$ cat config.mk
export PLATFORM = sky130hd
export DESIGN_NAME = voice_alloc
export DESIGN_NICKNAME = d
export VERILOG_FILES = /design/src/rtl/voice_alloc.sv
export SDC_FILE = /design/constraint.sdc
export NUM_CORES = 1
export LEC_CHECK = 0
export ABC_CLOCK_PERIOD_IN_PS = 7000
export CAP_MARGIN = 5
export CORE_AREA = 2 2 189 117
export DETAILED_ROUTE_END_ITERATION = 12
export DIE_AREA = 0 0 191 119
export PLACE_DENSITY = 0.44
export SYNTH_ARGS = -nofsm -noshare
export SYNTH_HDL_FRONTEND = slang
export SYNTH_SLANG_ARGS = --single-unit
export TNS_END_PERCENT = 30
$ cat constraint.sdc
create_clock -name CLK -period 7 [get_ports CLK]
set_input_delay 1.05 -clock CLK [delete_from_list [all_inputs] [get_ports CLK]]
set_output_delay 1.05 -clock CLK [all_outputs]
set_load 0.02 [all_outputs]
$ cat src/rtl/voice_alloc.sv
// Four-voice note allocator: maps MIDI note-on/off events onto a voice bank
// with retrigger, free-voice search and optional oldest-voice stealing.
module voice_alloc #(
  parameter bit STEAL_EN = 1'b1
) (
  input  logic       CLK,
  input  logic       RST,
  input  logic       CE,
  input  logic       EV_VALID,
  output logic       EV_READY,
  input  logic       EV_ON,
  input  logic [6:0] EV_NUM,
  input  logic [6:0] EV_VEL,
  input  logic       ALL_OFF,
  output logic [6:0] NOTE_NUM_0,
  output logic [6:0] NOTE_NUM_1,
  output logic [6:0] NOTE_NUM_2,
  output logic [6:0] NOTE_NUM_3,
  output logic [6:0] NOTE_VEL_0,
  output logic [6:0] NOTE_VEL_1,
  output logic [6:0] NOTE_VEL_2,
  output logic [6:0] NOTE_VEL_3,
  output logic [3:0] ACTIVE,
  output logic       DROP
);

  typedef enum logic [1:0] {
    ST_IDLE   = 2'd0,
    ST_SCAN   = 2'd1,
    ST_COMMIT = 2'd2
  } state_t;

  state_t     state_r, state_s;
  logic       ev_on_r;
  logic [6:0] ev_num_r, ev_vel_r;
  logic [3:0] match_r, free_r, match_s, free_s;
  logic [6:0] num_r [4];
  logic [6:0] vel_r [4];
  logic [1:0] rank_r [4];
  logic [6:0] num_s [4];
  logic [6:0] vel_s [4];
  logic [1:0] rank_s [4];
  logic [3:0] active_r, active_s;
  logic       drop_r, drop_s;
  logic       accept_s, is_on_s, tgt_ok_s;
  logic [1:0] tgt_s, oldest_s;

  function automatic logic [1:0] lowest_idx(input logic [3:0] vec);
    casez (vec)
      4'b???1: lowest_idx = 2'd0;
      4'b??10: lowest_idx = 2'd1;
      4'b?100: lowest_idx = 2'd2;
      default: lowest_idx = 2'd3;
    endcase
  endfunction

  assign EV_READY   = CE & (state_r == ST_IDLE);
  assign accept_s   = EV_READY & EV_VALID & ~ALL_OFF;
  assign NOTE_NUM_0 = num_r[0];
  assign NOTE_NUM_1 = num_r[1];
  assign NOTE_NUM_2 = num_r[2];
  assign NOTE_NUM_3 = num_r[3];
  assign NOTE_VEL_0 = vel_r[0];
  assign NOTE_VEL_1 = vel_r[1];
  assign NOTE_VEL_2 = vel_r[2];
  assign NOTE_VEL_3 = vel_r[3];
  assign ACTIVE     = active_r;
  assign DROP       = drop_r;

  // Next-state logic; ALL_OFF aborts any event in flight.
  always_comb begin
    state_s = state_r;
    if (ALL_OFF) begin
      state_s = ST_IDLE;
    end else begin
      case (state_r)
        ST_IDLE:   state_s = EV_VALID ? ST_SCAN : ST_IDLE;
        ST_SCAN:   state_s = ST_COMMIT;
        ST_COMMIT: state_s = ST_IDLE;
        default:   state_s = ST_IDLE;
      endcase
    end
  end

  // Voice match/free vectors captured during SCAN.
  always_comb begin
    match_s = 4'b0000;
    free_s  = 4'b0000;
    for (int i = 0; i < 4; i++) begin
      match_s[i] = (vel_r[i] != 7'd0) && (num_r[i] == ev_num_r);
      free_s[i]  = (vel_r[i] == 7'd0);
    end
  end

  // Target voice selection: retrigger, then free, then steal rank-3 voice.
  always_comb begin
    is_on_s  = ev_on_r & (ev_vel_r != 7'd0);
    oldest_s = 2'd0;
    for (int i = 0; i < 4; i++) begin
      if (rank_r[i] == 2'd3) oldest_s = 2'(i);
      else                   oldest_s = oldest_s;
    end
    if (|match_r) begin
      tgt_s    = lowest_idx(match_r);
      tgt_ok_s = 1'b1;
    end else if (|free_r) begin
      tgt_s    = lowest_idx(free_r);
      tgt_ok_s = 1'b1;
    end else if (STEAL_EN) begin
      tgt_s    = oldest_s;
      tgt_ok_s = 1'b1;
    end else begin
      tgt_s    = 2'd0;
      tgt_ok_s = 1'b0;
    end
  end

  // Voice bank, age rank and drop-pulse update.
  always_comb begin
    num_s  = num_r;
    vel_s  = vel_r;
    rank_s = rank_r;
    drop_s = 1'b0;
    if (ALL_OFF) begin
      for (int i = 0; i < 4; i++) vel_s[i] = 7'd0;
    end else if (state_r == ST_COMMIT) begin
      if (is_on_s) begin
        if (tgt_ok_s) begin
          num_s[tgt_s] = ev_num_r;
          vel_s[tgt_s] = ev_vel_r;
          // Target becomes newest; voices younger than it age by one.
          for (int i = 0; i < 4; i++) begin
            if (2'(i) == tgt_s)                rank_s[i] = 2'd0;
            else if (rank_r[i] < rank_r[tgt_s]) rank_s[i] = rank_r[i] + 2'd1;
            else                                rank_s[i] = rank_r[i];
          end
        end else begin
          drop_s = 1'b1;
        end
      end else begin
        for (int i = 0; i < 4; i++) begin
          if (match_r[i]) vel_s[i] = 7'd0;
          else            vel_s[i] = vel_r[i];
        end
      end
    end else begin
      drop_s = 1'b0;
    end
    active_s = 4'b0000;
    for (int i = 0; i < 4; i++) active_s[i] = (vel_s[i] != 7'd0);
  end

  // State registers; CE low freezes everything.
  always_ff @(posedge CLK or posedge RST) begin
    if (RST) begin
      state_r  <= ST_IDLE;
      ev_on_r  <= 1'b0;
      ev_num_r <= 7'd0;
      ev_vel_r <= 7'd0;
      match_r  <= 4'b0000;
      free_r   <= 4'b0000;
      for (int i = 0; i < 4; i++) begin
        num_r[i]  <= 7'd0;
        vel_r[i]  <= 7'd0;
        rank_r[i] <= 2'(i);
      end
      active_r <= 4'b0000;
      drop_r   <= 1'b0;
    end else if (CE) begin
      state_r <= state_s;
      if (accept_s) begin
        ev_on_r  <= EV_ON;
        ev_num_r <= EV_NUM;
        ev_vel_r <= EV_VEL;
      end
      if (state_r == ST_SCAN) begin
        match_r <= match_s;
        free_r  <= free_s;
      end
      num_r    <= num_s;
      vel_r    <= vel_s;
      rank_r   <= rank_s;
      active_r <= active_s;
      drop_r   <= drop_s;
    end
  end

endmodule

==> impl_metrics.py, run 1 <==
metrics = {
    "logic_synthesis": {
        "ys_warn_count": 0,
        "synth_top_area_share_pct": 43.2,
        "ys_top_cells_by_area": "dfrtp_1, mux2_2, xor2_1",
        "syn-num-nets": 536,
        "synth_edf_count": 0,
        "synth-main-ff-cell": "dfrtp_1",
        "async_flop_share_pct": 100,
        "yosysTopAreaCell": "dfrtp_1",
        "synth.cell_area_sq_mm": 0.00516,
        "yosys.cell_types.count": 67,
        "synth_seq_area_share_pct": 45.2,
        "syn_area_per_cell_sq_um": 10.1,
        "netlist_instances": 513,
        "synth-seq-cells": 93,
    },
    "clocking": {
        "cts.sinks": 93,
        "clk_latency_ns": 0.35,
        "tritoncts": "yes",
        "cts.reportedPaths.clkPinSlew_ns": 0.07,
        "clockBufferDepth": 2,
        "ctsHoldBuffers": 0,
        "postCtsSetupRepairBufs": 0,
        "root_buffer": "clkbuf_16",
        "h-tree-depth": 3,
        "post_cts_resized": 0,
        "numCtsBuffers": 9,
    },
    "critical_path": {
        "slowest_stage": "clkdlybuf4s50_1",
        "timing.critical_path.to_type": "output pin",
        "critPathMaxFanout": 40,
        "required_ns": 5.95,
        "start_kind": "input port",
        "arrival_ns": 3.11,
        "critPathMaxStageDelay_ns": 0.68,
        "path_class": "in2out",
        "crit_chain": "clkdlybuf4s50_1, buf_4, inv_1, nor3_1, clkdlybuf4s50_1",
        "path_common_cell": "clkdlybuf4s50_1",
    },
    "routing": {
        "wire_per_inst_um": 18.4,
        "drc": 0,
        "ant_nets": 0,
        "vias": 4352,
        "drt_wl_total_um": 16000,
        "dr.pass1.iters": 4,
        "vias_per_cell": 5.00,
        "drt_iter0_markers": 347,
    },
    "finish": {
        "multi_input_area_sq_mm": 0.00258,
        "antenna_cells": 0,
        "largest_register_ffs": 8,
        "nets": 602,
        "final_common_cell": "dfrtp_1",
        "syn_to_final_growth_pct": 26.1,
        "final_cell_mix": "dfrtp_1, clkdlybuf4s50_1, mux2_2",
        "max_flop_register": "rank_r",
        "regArea_sq_mm": 0.00233,
        "drive_gt1_share_pct": 14.2,
        "nFillCells": 2221,
    },
    "sta": {
        "tightest_slew_ns": 0.811,
        "hold_viol_final": 0,
        "setup_viol": 0,
        "skew_ns": 0.00939,
        "tns_ns": 0,
        "slew_headroom_pct": 44.4,
        "post-route-period-util_pct": 59.5,
        "rsz0062_at_grt": "no",
        "maxSlewViolCount": 0,
        "post-route-min-period_ns": 4.16,
        "fmax_ghz": 0.240,
    },
    "floorplanning": {
        "num_rows": 42,
        "die_w_um": 191,
        "die_height_um": 119,
        "initial_core_util_pct": 24.2,
        "die-area_sq_mm": 0.0227,
        "core_sq_mm": 0.0213,
        "io_pins": 82,
    },
    "placed_design": {
        "hpwl_um": 11900,
        "gp_congestion": 0.851,
        "numPortBuffers": 80,
    },
    "min_path": {
        "min_path_type": "reg2reg",
    },
    "pwr": {
        "power_leakage_nw": 2.66,
        "power_density_mw_per_mm2": 363,
        "max-vdd-ir-drop_mv": 0.127,
        "power.total_mw": 2.36,
    },
    "grt": {
        "grt-ovfl-total": 0,
        "grt_pass1_wl_um": 25400,
        "grtUsageTotal_pct": 14.6,
        "antenna_found_initial": 0,
        "grt_pass1_vias": 4318,
        "grt_max_degree": 59,
    },
    "outcome": {
        "status": "finished, final reports clean",
    },
    "job": {
        "cap_violations": 0,
    },
}
Yosys cell counts (4+ instances only):
library cell,number
o41ai_1,4
dfstp_2,4
a32oi_1,10
inv_1,30
o211ai_1,4
xor2_1,22
clkbuf_1,26
mux2_2,46
xnor2_1,6
a22oi_1,10
nand3_1,7
mux2i_1,9
or3_1,5
nor2_1,26
nand4_1,4
a21oi_1,24
nor3_1,13
a31oi_1,8
o22a_1,6
o31ai_1,4
o21ai_0,24
o22ai_1,21
dfrtp_1,89
nand2_1,45
stage by stage:
stage          hold slack, ns  instances  util [%]  instance area [sq um]  setup WS (ns)
6_report                0.519        870      30.6                   6500           2.84
5_1_grt                 0.560        870      30.6                   6500           2.72
4_1_cts                 0.525        870      30.6                   6500           2.82
3_5_place_dp            0.513        854      29.3                   6230           2.83
3_3_place_gp            0.495        854      29.3                   6230           2.83
2_1_floorplan           0.451        513         -                   5160           3.54
critical path: cells and delay by family:
kind                   cells  cell delay (ns)
and+or+nand+nor            1             0.32
buffers and inverters      4             1.72
layout make-up:
class                      count  share of cell area, %
tap                          286                   5.50
sequential                    93                   35.9
inverter                      31                   1.81
timing repair buffer          86                   13.0
clock inverter                 4                  0.404
clock buffer                  12                   3.79
multi-input combinational    358                   39.6
path summary, 6_finish.rpt:
path	start	to	slack [ns]	depth (start not counted)
min in group asynchronous	RST	NOTE_NUM_0[0]	1.14	2
hold / removal	rank_r[1]	rank_r[1]	0.52	2
hold reg to reg	rank_r[1]	rank_r[1]	0.52	2
max in group asynchronous	RST	NOTE_NUM_0[3]	4.67	3
setup reg to reg	rank_r[2]	ACTIVE[1]	3.67	9
setup / recovery	CE	EV_READY	2.84	5
kinds of logic (layout without fill, tap and decap cells):
| group | after synthesis | after routing | share of synthesized area [%] |
|---|---|---|---|
| buffers and inverters | 62 | 133 | 4.78 |
| adder cells (fa/ha/maj) | 3 | 3 | 0.728 |
| AO/OA/AOI/OAI | 150 | 150 | 21.5 |
| flip-flops | 93 | 93 | 45.2 |
| AND/OR/NAND/NOR | 121 | 121 | 11.1 |
| other | 1 | 1 | 0.0727 |
| XOR/XNOR | 28 | 28 | 4.76 |
| multiplexers | 55 | 55 | 11.8 |
where the power goes:
part | switching, mW | internal (mW) | leakage (nW)
Clock | 0.213 | 0.250 | 0.133
Combinational | 0.581 | 0.438 | 1.31
Sequential | 0.217 | 0.663 | 1.22
Total | 1.01 | 1.35 | 2.66
metal layers:
| metal | GRT usage (%) | part of all wire, % |
|---|---|---|
| met5 | 0 | 0 |
| met4 | 3.59 | 1.1 |
| met3 | 4.04 | 5.9 |
| met2 | 18.9 | 39 |
| met1 | 23.2 | 54 |
Note: power is estimated with default switching activity, not from simulation.
==> run 2: changes to the inputs <==
ABC_CLOCK_PERIOD_IN_PS = 3600   (was 7000)
PLACE_DENSITY = 0.45   (was 0.44)
clock period = 3.6 ns   (was 7 ns; I/O delays follow)
==> impl_metrics.py, run 2 (synthesized netlist as in run 1, its figures left out) <==
metrics = {
    "sta": {
        "post-route-min-period_ns": 3.07,
        "rsz0062_at_grt": "no",
        "setup_ws_ns": 0.526,
        "slew_headroom_pct": 47.1,
        "tns_ns": 0,
        "maxSlewViolCount": 0,
        "skew_ns": 0.0139,
        "hold_viol_final": 0,
        "fmax_ghz": 0.325,
        "post-route-period-util_pct": 85.4,
        "tightest_slew_ns": 0.793,
        "setup_viol": 0,
    },
    "critical_path": {
        "crit_end": "ACTIVE[1]",
        "cp_num_cells": 9,
        "critPathTopFamily": "compound AO/OA/AOI/OAI gates",
        "timing.rr.start": "rank_r[2]",
        "path_class": "reg2reg",
        "regToRegSetupSlack_ns": 0.53,
        "slowest_stage": "dfrtp_1",
        "critPathBufInv": 0,
        "crit_chain": "ha_1, or3_1, o221a_2, a211oi_4, a21oi_1, a221o_1, o2bb2ai_2, a2111oi_4, a31oi_1",
        "timing.critical_path.to_type": "register",
        "critPathMaxFanout": 11,
        "start_kind": "register",
        "ff2ff_path_depth": 9,
        "r2r-end": "ACTIVE[1]",
        "crit_start": "rank_r[2]",
        "required_ns": 3.83,
        "arrival_ns": 3.30,
        "critPathMaxStageDelay_ns": 0.44,
    },
    "pwr": {
        "intPower_mw": 2.74,
        "p_sw_mw": 1.98,
        "max-vdd-ir-drop_mv": 0.365,
        "power_leakage_nw": 2.72,
        "combPwrFrac_pct": 43.9,
        "p_clk_share_pct": 20.9,
        "swShare_pct": 41.9,
        "p_seq_share_pct": 35.1,
        "power_density_mw_per_mm2": 716,
    },
    "grt": {
        "grtUsageTotal_pct": 15.0,
        "grt_pass1_wl_um": 26200,
        "antenna_found_initial": 0,
        "grt-ovfl-total": 0,
        "grt_pass1_vias": 4449,
        "grt_max_degree": 53,
    },
    "placed_design": {
        "hpwl_um": 12100,
        "numPortBuffers": 80,
        "place_inst": 861,
        "placed_area_sq_mm": 0.00630,
        "gp_congestion": 0.875,
        "pre_cts_slack_ns": 0.539,
    },
    "routing": {
        "dr.pass1.iters": 4,
        "vias": 4420,
        "drc": 0,
        "ant_nets": 0,
        "vias_per_cell": 5.04,
        "drt_wl_total_um": 16300,
        "drt_iter0_markers": 445,
        "wire_per_inst_um": 18.6,
    },
    "finish": {
        "max_flop_register": "rank_r",
        "nets": 609,
        "largest_register_ffs": 8,
        "syn_to_final_growth_pct": 28.0,
        "drive_gt1_share_pct": 15.2,
        "nFillCells": 2222,
        "final_common_cell": "dfrtp_1",
        "stdcell_area_sq_mm": 0.00660,
        "layout.cells.non_filler": 877,
        "antenna_cells": 0,
        "final_cell_mix": "dfrtp_1, clkdlybuf4s50_1, mux2_2",
    },
    "clocking": {
        "cts.reportedPaths.clkPinSlew_ns": 0.07,
        "numCtsBuffers": 9,
        "postCtsSetupRepairBufs": 0,
        "cts.sinks": 93,
        "post_cts_resized": 0,
        "ctsHoldBuffers": 0,
        "clockBufferDepth": 2,
        "clk_latency_ns": 0.36,
        "tritoncts": "yes",
        "root_buffer": "clkbuf_16",
        "h-tree-depth": 3,
    },
    "outcome": {
        "status": "finished, final reports clean",
    },
    "floorplanning": {
        "io_pins": 82,
        "die-area_sq_mm": 0.0227,
        "die_w_um": 191,
        "core_sq_mm": 0.0213,
        "initial_core_util_pct": 24.2,
        "die_height_um": 119,
        "num_rows": 42,
    },
    "min_path": {
        "min_path_type": "reg2reg",
    },
    "job": {
        "cap_violations": 0,
    },
}
[run 2: worst reg2reg max path: stages, from the launching register on]
cell and delay, ns:
dfrtp_1 0.44, ha_1 0.24, or3_1 0.33, o221a_2 0.39
a211oi_4 0.43, a21oi_1 0.24, a221o_1 0.39, o2bb2ai_2 0.15
a2111oi_4 0.26, a31oi_1 0.10
[run 2: routing by layer]
| metal | up-vias | global-route usage [%] | wire, um |
|---|---|---|---|
| met4 | 0 | 3.73 | 148 |
| met1 | 2204 | 23.4 | 8460 |
| met3 | 12 | 3.95 | 1190 |
| met5 | - | 0 | 0 |
| met2 | 161 | 20.0 | 6510 |
| li1 | 2043 | - | - |
[run 2: metrics by stage]
step	hold slack, ns	utilization, %	power (mW)
finish	0.522	31.0	4.73
global route	0.552	31.0	5.04
CTS	0.521	31.0	4.75
detailed placement	0.508	29.6	3.74
global placement	0.495	29.6	3.71
floorplan	0.451	-	2.94
[run 2: worst min-delay path by stage]
stage | end | slack (ns) | startpoint | cells past startpoint
floorplan | free_r[3] | 0.45 | free_r[3] | 2
global placement | rank_r[1] | 0.50 | rank_r[1] | 2
detailed placement | free_r[3] | 0.51 | free_r[3] | 2
CTS | rank_r[1] | 0.52 | rank_r[1] | 2
global route | rank_r[1] | 0.55 | rank_r[1] | 2
finish | rank_r[1] | 0.52 | rank_r[1] | 2
[run 2: cell type report]
type                       instances  area (sq um)  area share [%]
sequential                        93          2330            35.3
clock inverter                     4          56.3           0.853
tap                              286           358            5.42
multi-input combinational        358          2580            39.1
timing repair buffer              93           911            13.8
inverter                          31           118            1.78
clock buffer                      12           246            3.74
[run 2: power by group through the flow]
stage / Clock (mW) / Sequential, mW / Combinational (mW)
after global placement: 0 / 1.67 / 2.04
after CTS: 1.02 / 1.66 / 2.07
after detailed placement: 0 / 1.68 / 2.06
after global routing: 1.06 / 1.71 / 2.27
final: 0.990 / 1.66 / 2.08
after floorplan: 0 / 1.66 / 1.28
